`src/rtl/fcl_dnet_defs.sv`:
```
// rtl/fcl_dnet_defs.sv - shared FSM encodings and width defaults for the DNET master
package fcl_dnet_defs;

    typedef enum logic [1:0] {
        ST_IDLE  = 2'd0,
        ST_ISSUE = 2'd1,
        ST_WAIT  = 2'd2,
        ST_RESP  = 2'd3
    } dnet_state_t;

    localparam int DNET_ADDR_WIDTH_DEF = 16;
    localparam int DNET_DATA_WIDTH_DEF = 32;
    localparam int TCOUNT_WIDTH        = 16;

endpackage

```
`src/rtl/fcl_rr_arbiter.sv`:
```
// rtl/fcl_rr_arbiter.sv - round-robin pick starting at ptr; ptr advances past each granted winner
module fcl_rr_arbiter #(
    parameter int NUM_REQ = 4,
    localparam int IW = (NUM_REQ > 1) ? $clog2(NUM_REQ) : 1
) (
    input  logic               clk,
    input  logic               rst,
    input  logic [NUM_REQ-1:0] req,
    input  logic               grant,
    output logic               any_req,
    output logic [IW-1:0]      pick
);

    logic [IW-1:0] ptr;
    int            idx;

    always_comb begin
        any_req = 1'b0;
        pick    = '0;
        idx     = 0;
        for (int i = 0; i < NUM_REQ; i++) begin
            idx = int'(ptr) + i;
            if (idx >= NUM_REQ) idx = idx - NUM_REQ;
            if (!any_req && req[IW'(idx)]) begin
                any_req = 1'b1;
                pick    = IW'(idx);
            end
        end
    end

    always_ff @(posedge clk or posedge rst) begin
        if (rst) begin
            ptr <= '0;
        end else if (grant) begin
            ptr <= (pick == IW'(NUM_REQ - 1)) ? '0 : pick + IW'(1);
        end
    end

endmodule

```
`src/rtl/fcl_dnet_master.sv`:
```
// rtl/fcl_dnet_master.sv - multi-requester DNET bus master: arbitrate, strobe, wait for ack or timeout, respond
module fcl_dnet_master
    import fcl_dnet_defs::*;
#(
    parameter int NUM_REQ         = 4,
    parameter int DNET_ADDR_WIDTH = DNET_ADDR_WIDTH_DEF,
    parameter int DNET_DATA_WIDTH = DNET_DATA_WIDTH_DEF,
    parameter int TIMEOUT         = 16,
    // Reset value of timeout_count; nonzero only to reach saturation quickly in test
    parameter logic [TCOUNT_WIDTH-1:0] TIMEOUT_COUNT_INIT = '0
) (
    input  logic                               sys_clk,
    input  logic                               reset,
    input  logic [NUM_REQ-1:0]                 req_valid,
    input  logic [NUM_REQ-1:0]                 req_write,
    input  logic [NUM_REQ*DNET_ADDR_WIDTH-1:0] req_addr,
    input  logic [NUM_REQ*DNET_DATA_WIDTH-1:0] req_wdata,
    output logic [NUM_REQ-1:0]                 req_done,
    output logic                               req_err,
    output logic [DNET_DATA_WIDTH-1:0]         req_rdata,
    output logic [DNET_ADDR_WIDTH-1:0]         dnet_addr_out,
    output logic [DNET_DATA_WIDTH-1:0]         dnet_data_out,
    output logic                               dnet_read,
    output logic                               dnet_write,
    input  logic [DNET_DATA_WIDTH-1:0]         dnet_data_in,
    input  logic                               dnet_ack,
    output logic                               busy,
    output logic [TCOUNT_WIDTH-1:0]            timeout_count
);

    localparam int IW = (NUM_REQ > 1) ? $clog2(NUM_REQ) : 1;

    dnet_state_t          state;
    logic [IW-1:0]        pick;
    logic [IW-1:0]        win;
    logic                 any_req;
    logic                 grant;
    logic                 wr;
    logic [7:0]           wait_cnt;
    logic [NUM_REQ-1:0]   win_onehot;

    logic [DNET_ADDR_WIDTH-1:0] addr_arr  [NUM_REQ];
    logic [DNET_DATA_WIDTH-1:0] wdata_arr [NUM_REQ];

    for (genvar g = 0; g < NUM_REQ; g++) begin : g_unpack
        assign addr_arr[g]  = req_addr[g*DNET_ADDR_WIDTH +: DNET_ADDR_WIDTH];
        assign wdata_arr[g] = req_wdata[g*DNET_DATA_WIDTH +: DNET_DATA_WIDTH];
    end

    assign grant      = (state == ST_IDLE) && any_req;
    assign busy       = (state != ST_IDLE);
    assign win_onehot = NUM_REQ'(1) << win;

    fcl_rr_arbiter #(.NUM_REQ(NUM_REQ)) u_arb (
        .clk     (sys_clk),
        .rst     (reset),
        .req     (req_valid),
        .grant   (grant),
        .any_req (any_req),
        .pick    (pick)
    );

    always_ff @(posedge sys_clk or posedge reset) begin
        if (reset) begin
            state         <= ST_IDLE;
            win           <= '0;
            wr            <= 1'b0;
            wait_cnt      <= '0;
            dnet_addr_out <= '0;
            dnet_data_out <= '0;
            dnet_read     <= 1'b0;
            dnet_write    <= 1'b0;
            req_done      <= '0;
            req_err       <= 1'b0;
            req_rdata     <= '0;
            timeout_count <= TIMEOUT_COUNT_INIT;
        end else begin
            case (state)
                ST_IDLE: begin
                    if (any_req) begin
                        win           <= pick;
                        wr            <= req_write[pick];
                        dnet_addr_out <= addr_arr[pick];
                        dnet_data_out <= req_write[pick] ? wdata_arr[pick] : '0;
                        dnet_write    <= req_write[pick];
                        dnet_read     <= !req_write[pick];
                        state         <= ST_ISSUE;
                    end
                end
                ST_ISSUE: begin
                    dnet_read  <= 1'b0;
                    dnet_write <= 1'b0;
                    wait_cnt   <= '0;
                    state      <= ST_WAIT;
                end
                ST_WAIT: begin
                    // An ack on the final wait cycle still wins over the timeout
                    if (dnet_ack) begin
                        req_done  <= win_onehot;
                        req_err   <= 1'b0;
                        req_rdata <= wr ? '0 : dnet_data_in;
                        state     <= ST_RESP;
                    end else if (wait_cnt == 8'(TIMEOUT - 1)) begin
                        req_done  <= win_onehot;
                        req_err   <= 1'b1;
                        req_rdata <= '0;
                        if (timeout_count != '1) timeout_count <= timeout_count + 1'b1;
                        state     <= ST_RESP;
                    end else begin
                        wait_cnt <= wait_cnt + 8'd1;
                    end
                end
                ST_RESP: begin
                    req_done <= '0;
                    state    <= ST_IDLE;
                end
                default: state <= ST_IDLE;
            endcase
        end
    end

endmodule

```
`config.mk`:
```
export PLATFORM = sky130hd
export DESIGN_NAME = fcl_dnet_master
export DESIGN_NICKNAME = d
export VERILOG_FILES = /design/src/rtl/fcl_dnet_defs.sv /design/src/rtl/fcl_rr_arbiter.sv /design/src/rtl/fcl_dnet_master.sv
export SDC_FILE = /design/constraint.sdc
export NUM_CORES = 1
export LEC_CHECK = 0
export CAP_MARGIN = 20
export CORE_AREA = 2 2 133 135
export DETAILED_ROUTE_END_ITERATION = 16
export DIE_AREA = 0 0 135 137
export GPL_TIMING_DRIVEN = 0
export PLACE_DENSITY = 0.77
export SLEW_MARGIN = 30
export SYNTH_ARGS = -nofsm -noshare
export SYNTH_HDL_FRONTEND = slang
export SYNTH_SLANG_ARGS = --single-unit
```
`constraint.sdc`:
```
create_clock -name sys_clk -period 6.95 [get_ports sys_clk]
set_input_delay 1.0425 -clock sys_clk [delete_from_list [all_inputs] [get_ports sys_clk]]
set_output_delay 1.0425 -clock sys_clk [all_outputs]
set_load 0.005 [all_outputs]
```
# Word-level counts from Yosys, hierarchy flattened
# Cells that the tools add are included.
[totals]
input_bits = 235
romBits = 0
out_inout_bits = 104
memories = 0
latchBits = 0
mem_bits_rw = 0
register_bits = 118
[classes]
addsub = 10
n_shift = 1
n_eq_ne = 10
n_mux = 53
magnitude_cmp = 10
div_mod_pow = 0
mul = 0
reduce_logical = 21
bitwise = 2
[ops]
columns = ["cell", "count"]
rows = [
  ["$mux W32", 6],
  ["$bmux W32 S2", 1],
  ["$bmux W16 S2", 1],
  ["$mux W16", 2],
  ["$mux W2", 12],
  ["$mux W1", 17],
  ["$add A16 B1 Y16 const B", 1],
  ["$lt A2 B4 Y1 const B", 4],
  ["$mux W8", 2],
  ["$ne A16 B16 Y1 const B", 1],
  ["$pmux W8 S2", 1],
  ["$ge A3 B3 Y1 const B", 4],
  ["$bmux W1 S2", 5],
  ["$reduce_and A2 Y1", 5],
  ["$reduce_bool A2 Y1", 5],
  ["$add A8 B1 Y8 const B", 1],
  ["$eq A8 B4 Y1 const B", 1],
  ["$mux W4", 2],
  ["$pmux W2 S4", 1],
  ["$pmux W4 S2", 1],
  ["$sub A2 B1 Y2 const B", 4],
  ["$add A2 B2 Y3 const B", 2],
  ["$eq A2 B2 Y1 const B", 3],
  ["$ne A2 B2 Y1 const B", 3],
  ["15 further kinds", 22],
]

# Logic depth before layout (Yosys ltp)
# Gate-level depths: netlist of the first run.
[depth]
ltp_word = 20
ltp_mapped = 9
depth_no_buf = 7

# By module
# A second synthesis of the first run with hierarchy kept.
[hier_totals]
hier_cells = 500
area_unflattened_um2 = 6095.8
[by_module_without_submodules]
columns = ["mod", "seq_area_each_um2", "area_each_um2", "cells_each", "instances"]
rows = [
  ["fcl_dnet_master", 2902.8, 5923.2, 477, 1],
  ["fcl_rr_arbiter", 50.0, 172.7, 23, 1],
]

# Worst setup path after synthesis of the first run
# OpenSTA, ideal clock, no wires.
[synth_timing]
path_type = "input -> register"
start = "input req_valid[1]"
end = "register dnet_data_out[25]"
stages = 8
t_arrival_ns = 2.553
setup_slack_ns = 4.276
path_buffers = 2
setup_ns = 0.122
cell_sequence = "nand2b_1 a21oi_1 o22a_1 buf_2 buf_2 mux2i_1 nand2_1 a32o_1"
[synth_via]
elab_chain_len = 18
word_cells_on_any_way = 34
classes_between = "26 x mux; 1 x bitwise; 7 x reduce/logical"
[synth_rtl]
columns = ["element", "line_no", "rtl"]
rows = [
  ["start, declared", "fcl_dnet_master.sv:14", "input logic [NUM_REQ-1:0] req_valid,"],
  ["$bmux W1 S2", "fcl_rr_arbiter.sv:24", "if (!any_req && req[IW'(idx)]) begin"],
  ["$mux W1 (not written as such) (2 in series)", "fcl_rr_arbiter.sv:24", ""],
  ["$mux W1", "fcl_rr_arbiter.sv:24", ""],
  ["$logic_not A1 Y1", "fcl_rr_arbiter.sv:24", ""],
  ["$logic_and A1 B1 Y1", "fcl_rr_arbiter.sv:24", ""],
  ["$mux W1", "fcl_rr_arbiter.sv:24", ""],
  ["$logic_not A1 Y1", "fcl_rr_arbiter.sv:24", ""],
  ["$logic_and A1 B1 Y1", "fcl_rr_arbiter.sv:24", ""],
  ["$mux W1", "fcl_rr_arbiter.sv:24", ""],
  ["$logic_not A1 Y1", "fcl_rr_arbiter.sv:24", ""],
  ["$logic_and A1 B1 Y1", "fcl_rr_arbiter.sv:24", ""],
  ["$mux W2", "fcl_rr_arbiter.sv:24", ""],
  ["$not A2 Y3 (not written as such)", "fcl_dnet_master.sv:84", "dnet_data_out <= req_write[pick] ? wdata_arr[pick] : '0;"],
  ["$bmux W32 S2", "fcl_dnet_master.sv:84", ""],
  ["$mux W32 (not written as such) (2 in series)", "fcl_dnet_master.sv:84", ""],
  ["$mux W32", "fcl_dnet_master.sv:84", ""],
  ["end signal, assigned", "fcl_dnet_master.sv:84", ""],
  ["end, declared", "fcl_dnet_master.sv:22", "output logic [DNET_DATA_WIDTH-1:0] dnet_data_out,"],
]
# Several ways; a longest one is shown, not always the timed one. The select of a mux whose other input is x is not followed.
# A chain may end at the register's enable or synchronous reset.

# Worst setup path in the final report of the first run
[layout_timing]
start = "input req_valid[1]"
end = "register dnet_data_out[2]"
# Same word-level chain as after synthesis.

==> results of run 1 <==
==> registers in the layout, indices dropped and copies added, names as in the netlist <==
name,count
dnet_addr_out,16
dnet_data_out,32
dnet_read,1
dnet_write,1
req_done,4
req_err,1
req_rdata,32
state,2
timeout_count,16
u_arb.ptr,2
wait_cnt,8
win,2
wr,1
==> kinds of logic after synthesis <==
kind of cell,count (synthesis)
AND/OR/NAND/NOR,215
XOR/XNOR,21
adder cells (fa/ha/maj),6
multiplexers,116
buffers and inverters,54
flip-flops,118
AO/OA/AOI/OAI,115
==> per-layer routing <==
| metal | global-route usage | vias up | share of wire |
|---|---|---|---|
| met3 | 0.07444 | 35 | 0.084 |
| li1 | - | 2985 | - |
| met1 | 0.2679 | 2950 | 0.38 |
| met5 | 0 | - | 0 |
| met4 | 0.09317 | 0 | 0.023 |
| met2 | 0.3971 | 239 | 0.51 |
==> synthesized netlist by cell type (2+ instances only) <==
| library cell | number | area [um2] |
|---|---|---|
| buf_6 | 5 | 56.30 |
| and2_1 | 2 | 12.51 |
| and3_1 | 3 | 18.77 |
| mux2_2 | 16 | 180.2 |
| nand3_1 | 11 | 55.05 |
| mux2i_1 | 98 | 980.9 |
| xor2_1 | 6 | 52.55 |
| or4_1 | 2 | 15.01 |
| dfrtp_1 | 118 | 2953 |
| xnor2_1 | 15 | 131.4 |
| buf_2 | 10 | 50.05 |
| o21ai_0 | 3 | 15.01 |
| clkbuf_1 | 24 | 90.09 |
| mux2_1 | 2 | 22.52 |
| and4_1 | 2 | 17.52 |
| o21ai_1 | 56 | 280.3 |
| nor2b_1 | 2 | 12.51 |
| nand4_1 | 7 | 43.79 |
| nand2b_1 | 6 | 37.54 |
| ha_1 | 6 | 75.07 |
| a32o_1 | 32 | 320.3 |
| a21oi_1 | 7 | 35.03 |
| inv_1 | 9 | 33.78 |
| nor2_1 | 14 | 52.55 |
| nand2_1 | 163 | 611.8 |
| a21oi_2 | 2 | 17.52 |
| buf_4 | 5 | 37.54 |
| a22oi_1 | 6 | 45.04 |
==> worst max-delay path, stage by stage <==
cell and delay [ns]:
clkdlybuf4s50_1 0.47, nand2b_1 0.21, a21oi_1 0.15, o22a_1 0.27
buf_2 0.29, buf_2 0.38, mux2i_1 0.33, nand2_1 0.08
a32o_1 0.26
==> through the flow <==
stage | hold WS (ns) | area, um2
floorplan | 0.4499 | 6415
global placement | 0.4625 | 10080
detailed placement | 0.4751 | 10110
CTS | 0.4876 | 10810
global route | 0.5028 | 10820
finish | 0.4829 | 10820
==> area by class of cell <==
cell class	instances	area, um2	area share
Timing Repair Buffer	339	3411	0.3154
Multi-Input combinational cell	473	3191	0.2950
Sequential cell	118	2953	0.2730
Clock buffer	19	452.9	0.04188
Tap cell	225	281.5	0.02603
Clock inverter	13	242.7	0.02244
Buffer	45	237.7	0.02198
Inverter	9	41.29	0.003818
Antenna cell	2	5.005	0.0004627
==> how the worst max path moves through the flow <==
stage | startpoint | to | depth (start not counted)
after global placement | reset | dnet_addr_out[1]$_DFFE_PP0P_ | 2
after floorplan | reset | dnet_addr_out[0]$_DFFE_PP0P_ | 1
after detailed placement | req_valid[1] | dnet_data_out[2]$_DFFE_PP0P_ | 9
after CTS | req_valid[1] | dnet_data_out[2]$_DFFE_PP0P_ | 9
final | req_valid[1] | dnet_data_out[2]$_DFFE_PP0P_ | 9
after global routing | req_valid[1] | dnet_data_out[2]$_DFFE_PP0P_ | 9
==> power by group through the flow <==
stage	logic, uW	clock network [uW]	registers (uW)
2_1_floorplan	907	0	1090
3_3_place_gp	1740	0	1080
3_5_place_dp	1760	0	1090
4_1_cts	1770	1050	1080
5_1_grt	1910	1080	1110
6_report	1760	1030	1080
==> summary.txt, run 1 <==
Routing
  • Post-route ant nets: 0
  • Routed WL: 21790 um
  • Initial drt markers: 265
  • Vias per inst: 4.995
  • Drt pass-1 iters: 5
  • DR DRC count: 0
  • Via Count: 6209
  • Wire length per cell: 17.53 um

Global route
  • First-pass GRT wire length: 33040 um
  • GRT Util Overall: 0.2312
  • GRT overflow: 0
  • Vias in the first global route: 6220
  • Largest net degree at the start of global routing: 69
  • Initial antenna violation count: 2

Layout
  • Share of the core filled with cells: 0.6341
  • NumNets Final: 1244
  • Leading cell type in the layout, fill and taps excluded: clkdlybuf4s50_1
  • Layout fillers: 1445
  • Fin cells: 1243
  • Fraction of layout cells with a size suffix above 1: 0.07677
  • Commonest non-fill, non-tap cells in the layout: 338 x clkdlybuf4s50_1, 163 x nand2_1, 118 x dfrtp_1
  • Area growth syn-to-layout: 68.60%

Setup path
  • RR Endpoint: dnet_data_out[2]$_DFFE_PP0P_
  • Reg2reg setup slack: 4.57 ns
  • Critical Path Fanout Max: 10
  • Worst R2R Path Depth: 7
  • Type of the worst setup path: in2reg
  • Crit path capture type: register
  • Worst Path Arrival: 3.49 ns
  • Startpoint Class: primary input
  • Worst endpoint required time: 7.25 ns
  • R2r startpoint: u_arb.ptr[1]$_DFFE_PP0P_

CTS
  • Clock tree buffer depth: 2
  • # Post-CTS Setup Buffers: 0
  • Cts hold-fix bufs: 0
  • Clk Latency, worst-skew pair: 0.41 ns
  • Clock slew at reported path FFs: 0.06 ns
  • Clock root buffer: clkbuf_16
  • Clock Sinks: 118
  • PostCTS Resize Cnt: 0
  • CTS HTree Levels: 4
  • Number of buffers created by CTS: 17
  • CTS tree: built

Synth
  • Seq cells post-synth: 118
  • EDFF count, synth: 0
  • Post-synthesis compound-gate area fraction: 0.1305
  • Mapped Nets: 886
  • Ys async rst share: 1.000
  • Mapped Area: 0.006415 mm2
  • Syn avg cell area: 9.946 um2
  • Synth Instances: 645
  • Main combinational cell family by area after synthesis: multiplexers
  • Simple-Gate Fraction of Synth Area: 0.1420
  • Mux contribution to synthesized area: 0.1845
  • XOR/XNOR Fraction of Synth Area: 0.02867
  • Distinct cell type count after synthesis: 41
  • Top FF cell, synth: dfrtp_1
  • Adder-Cell Fraction of Synth Area: 0.01170
  • Sequential share of the synthesized area: 0.4603
  • Synth warn: 0

Floorplanning
  • IO Count: 339
  • Initial cell density of the core: 0.3761
  • DIE HEIGHT: 137 um
  • Die area: 0.01850 mm2
  • Row count: 48
  • Die width: 135 um
  • Core box area: 0.01706 mm2

Place
  • GP Congestion: 0.8405
  • PortBufs: 338
  • Placed insts: 1209
  • Pre-CTS WS: 3.315 ns
  • HPWL after DPL: 16990 um

Timing
  • Slew at the pin with the worst max-slew slack: 0.5661 ns
  • Fin. max-slew vios: 0
  • Hold Violations, Final: 0
  • Setup TNS: 0 ns
  • Fmax: 313.4 MHz
  • Fin worst setup slack: 3.759 ns
  • Worst Skew: 0.008032 ns
  • Crit share post-route: 0.4591
  • Min Tclk post-route: 3.191 ns
  • RSZ-0062 raised after global routing: no
  • Final setup viols: 0
  • Slew HR: 0.6226

Power and ir drop
  • Switching Power: 1304 uW
  • Clk network pwr share: 0.267
  • Overall power: 3871 uW
  • Switching Fraction: 0.3368
  • Register share of total power: 0.280
  • Worst VDD drop: 0.1981 mV
  • Leak: 0.004668 uW
  • Int Pwr: 2567 uW
  • Pwr dens: 357.9 mW/mm2
  • Comb pwr share: 0.453

Flow run
  • Maxcap violations: 0

Run status
  • Status: completed

Min path
  • Hold Path Stages: 2
  • Hold wc startpoint: req_rdata[2]$_DFFE_PP0P_
  • Hold Path Sink: req_rdata[2]$_DFFE_PP0P_
  • Worst min-delay path class: reg2reg
(Power assumes the default switching activity.)
==> run 2, diff against run 1 <==
- CORE_AREA: 2 2 133 135 -> not set
- CORE_MARGIN: not set -> 2
- CORE_UTILIZATION: not set -> 40
- DIE_AREA: 0 0 135 137 -> not set
- PLACE_DENSITY: 0.77 -> 0.81
- clock period: 6.95 -> 3.3 ns (I/O delays scaled with it)
==> summary.txt, run 2 (synthesis results as in run 1) <==
Run status
  • Status: completed (unchanged)

Flow run
  • Maxcap violations: 0 (unchanged)

Timing
  • Slew at the pin with the worst max-slew slack: 0.6221 ns (was 0.5661 ns)
  • Crit share post-route: 0.7801
  • Fin worst setup slack: 0.7257 ns (was 3.759 ns)
  • Final setup viols: 0 (unchanged)
  • Setup TNS: 0 ns (unchanged)
  • Fmax: 388.5 MHz
  • Hold_ws: 0.4377 ns (was 0.4829 ns)
  • RSZ-0062 raised after global routing: no (unchanged)
  • Slew HR: 0.5852 (was 0.6226)
  • Fin. max-slew vios: 0 (unchanged)
  • Hold Violations, Final: 0 (unchanged)
  • Min Tclk post-route: 2.574 ns
  • Worst Skew: 0.009958 ns (was 0.008032 ns)

Floorplanning
  • Die area: 0.01707 mm2 (was 0.01850 mm2)
  • Core box area: 0.01577 mm2 (was 0.01706 mm2)
  • Row count: 46 (was 48)
  • DIE HEIGHT: 130.6 um (was 137 um)
  • Die width: 130.6 um (was 135 um)
  • IO Count: 339 (unchanged)
  • Initial cell density of the core: 0.4068 (was 0.3761)

Place
  • Pre-CTS WS: 0.3055 ns (was 3.315 ns)
  • HPWL after DPL: 16810 um (was 16990 um)
  • GP Congestion: 0.8135 (was 0.8405)
  • Dpl cell area: 0.01019 mm2 (was 0.01011 mm2)
  • Placed insts: 1204 (was 1209)
  • PortBufs: 338 (unchanged)

Routing
  • Wire length per cell: 17.33 um (was 17.53 um)
  • Vias per inst: 5.049 (was 4.995)
  • Via Count: 6251 (was 6209)
  • DR DRC count: 0 (unchanged)
  • Wire length on met1: 8185 um (was 8383 um)
  • Post-route ant nets: 0 (unchanged)
  • Routed WL: 21460 um (was 21790 um)
  • Initial drt markers: 308 (was 265)
  • WL met3: 1714 um (was 1838 um)
  • Drt pass-1 iters: 4 (was 5)
  • Top sig layer: met4 (unchanged)
  • Met2 Routed Length: 10880 um (was 11070 um)

Setup path
  • Worst R2R Path Depth: 8 (was 7)
  • Worst endpoint required time: 3.60 ns (was 7.25 ns)
  • Startpoint Class: primary input (unchanged)
  • RR Endpoint: dnet_data_out[5]$_DFFE_PP0P_ (was dnet_data_out[2]$_DFFE_PP0P_)
  • R2r startpoint: u_arb.ptr[0]$_DFFE_PP0P_ (was u_arb.ptr[1]$_DFFE_PP0P_)
  • Crit path capture type: register (unchanged)
  • Type of the worst setup path: in2reg (unchanged)
  • Worst Path Arrival: 2.88 ns (was 3.49 ns)
  • End of the critical path: dnet_data_out[5]$_DFFE_PP0P_ (was dnet_data_out[2]$_DFFE_PP0P_)
  • Critical Path Fanout Max: 10 (unchanged)
  • Reg2reg setup slack: 0.99 ns (was 4.57 ns)
  • Crit path from: req_valid[1] (unchanged)

Layout
  • NumNets Final: 1248 (was 1244)
  • Layout fillers: 1306 (was 1445)
  • Commonest non-fill, non-tap cells in the layout: 338 x clkdlybuf4s50_1, 163 x nand2_1, 118 x dfrtp_1 (unchanged)
  • Fin cells: 1238 (was 1243)
  • Area growth syn-to-layout: 68.46% (was 68.60%)
  • Register area: 0.002953 mm2 (unchanged)
  • Area of the multi-input gates: 0.003191 mm2 (unchanged)
  • Leading cell type in the layout, fill and taps excluded: clkdlybuf4s50_1 (unchanged)
  • Fraction of layout cells with a size suffix above 1: 0.08039 (was 0.07677)
  • Final Cell Area: 0.01081 mm2 (was 0.01082 mm2)
  • Largest regs: dnet_data_out: 32 flops, req_rdata: 32 flops (unchanged)

Global route
  • GRT Util Overall: 0.2510 (was 0.2312)
  • Initial antenna violation count: 1 (was 2)
  • GRT overflow: 0 (unchanged)
  • First-pass GRT wire length: 32730 um (was 33040 um)
  • Largest net degree at the start of global routing: 30 (was 69)
  • Vias in the first global route: 6276 (was 6220)

Power and ir drop
  • Leak: 0.004660 uW (was 0.004668 uW)
  • Worst VDD drop: 0.4186 mV (was 0.1981 mV)
  • Pwr dens: 727.5 mW/mm2 (was 357.9 mW/mm2)

CTS
  • Clock Sinks: 118 (unchanged)
  • Clock slew at reported path FFs: 0.06 ns (about the same)
  • Number of buffers created by CTS: 17 (unchanged)
  • Clock tree buffer depth: 2 (unchanged)
  • Cts hold-fix bufs: 0 (unchanged)
  • Clk Latency, worst-skew pair: 0.42 ns (was 0.41 ns)
  • PostCTS Resize Cnt: 0 (unchanged)
  • CTS tree: built (unchanged)
  • # Post-CTS Setup Buffers: 0 (unchanged)
  • CTS HTree Levels: 4 (unchanged)
  • Clock root buffer: clkbuf_16 (unchanged)

Min path
  • Worst min-delay path class: in2async (was reg2reg)
run 2: cell count changes in the layout (fill, tap and decap cells not counted), sizes merged:
cell | before | now
buf | 22 | 26
bufinv | 6 | 2
clkinvlp | 1 | 4
clkbuf | 43 | 44
clkinv | 3 | 2
inv | 12 | 13
run 2: routing by layer:
layer,vias to the layer above,GRT usage
met5,-,0
met4,0,0.09637
met3,41,0.08103
met2,240,0.4305
met1,2974,0.2937
li1,2996,-
run 2: worst min-delay path by stage:
| stage | end | slack [ns] | cells past startpoint |
|---|---|---|---|
| 2_1_floorplan | wr$_DFFE_PP0P_ | 0.45 | 1 |
| 3_3_place_gp | req_rdata[24]$_DFFE_PP0P_ | 0.47 | 2 |
| 3_5_place_dp | dnet_addr_out[9]$_DFFE_PP0P_ | 0.47 | 2 |
| 4_1_cts | timeout_count[1]$_DFFE_PP0P_ | 0.44 | 2 |
| 5_1_grt | timeout_count[3]$_DFFE_PP0P_ | 0.45 | 2 |
| 6_report | timeout_count[1]$_DFFE_PP0P_ | 0.44 | 2 |
run 2: power by group:
part / switching, uW / leakage [uW] / internal (uW)
combinational: 1710 / 0.00282 / 1980
clock: 702 / 0.000290 / 1180
sequential: 316 / 0.00155 / 1960
total: 2730 / 0.00466 / 5130
run 2: final cells by class:
| class | instances | share of cell area |
|---|---|---|
| tap | 216 | 0.02501 |
| inverter | 9 | 0.003473 |
| timing repair buffer | 343 | 0.3244 |
| buffer | 45 | 0.02200 |
| clock buffer | 20 | 0.04319 |
| sequential | 118 | 0.2732 |
| multi-input combinational | 473 | 0.2952 |
| antenna | 2 | 0.0004631 |
| clock inverter | 12 | 0.01297 |
run 2: stage by stage:
stage,power (uW),util
6_report,7862,0.6853
3_5_place_dp,6011,0.6465
2_1_floorplan,4202,-
5_1_grt,8368,0.6851
3_3_place_gp,5922,0.6387
4_1_cts,7925,0.6849
run 2: critical path, stage by stage:
cell and delay [ns]:
clkdlybuf4s50_1 0.47, nand2b_1 0.20, a21oi_1 0.13, o22a_1 0.27, buf_2 0.29, buf_2 0.36
mux2i_1 0.30, nand2_1 0.09, a32o_1 0.26
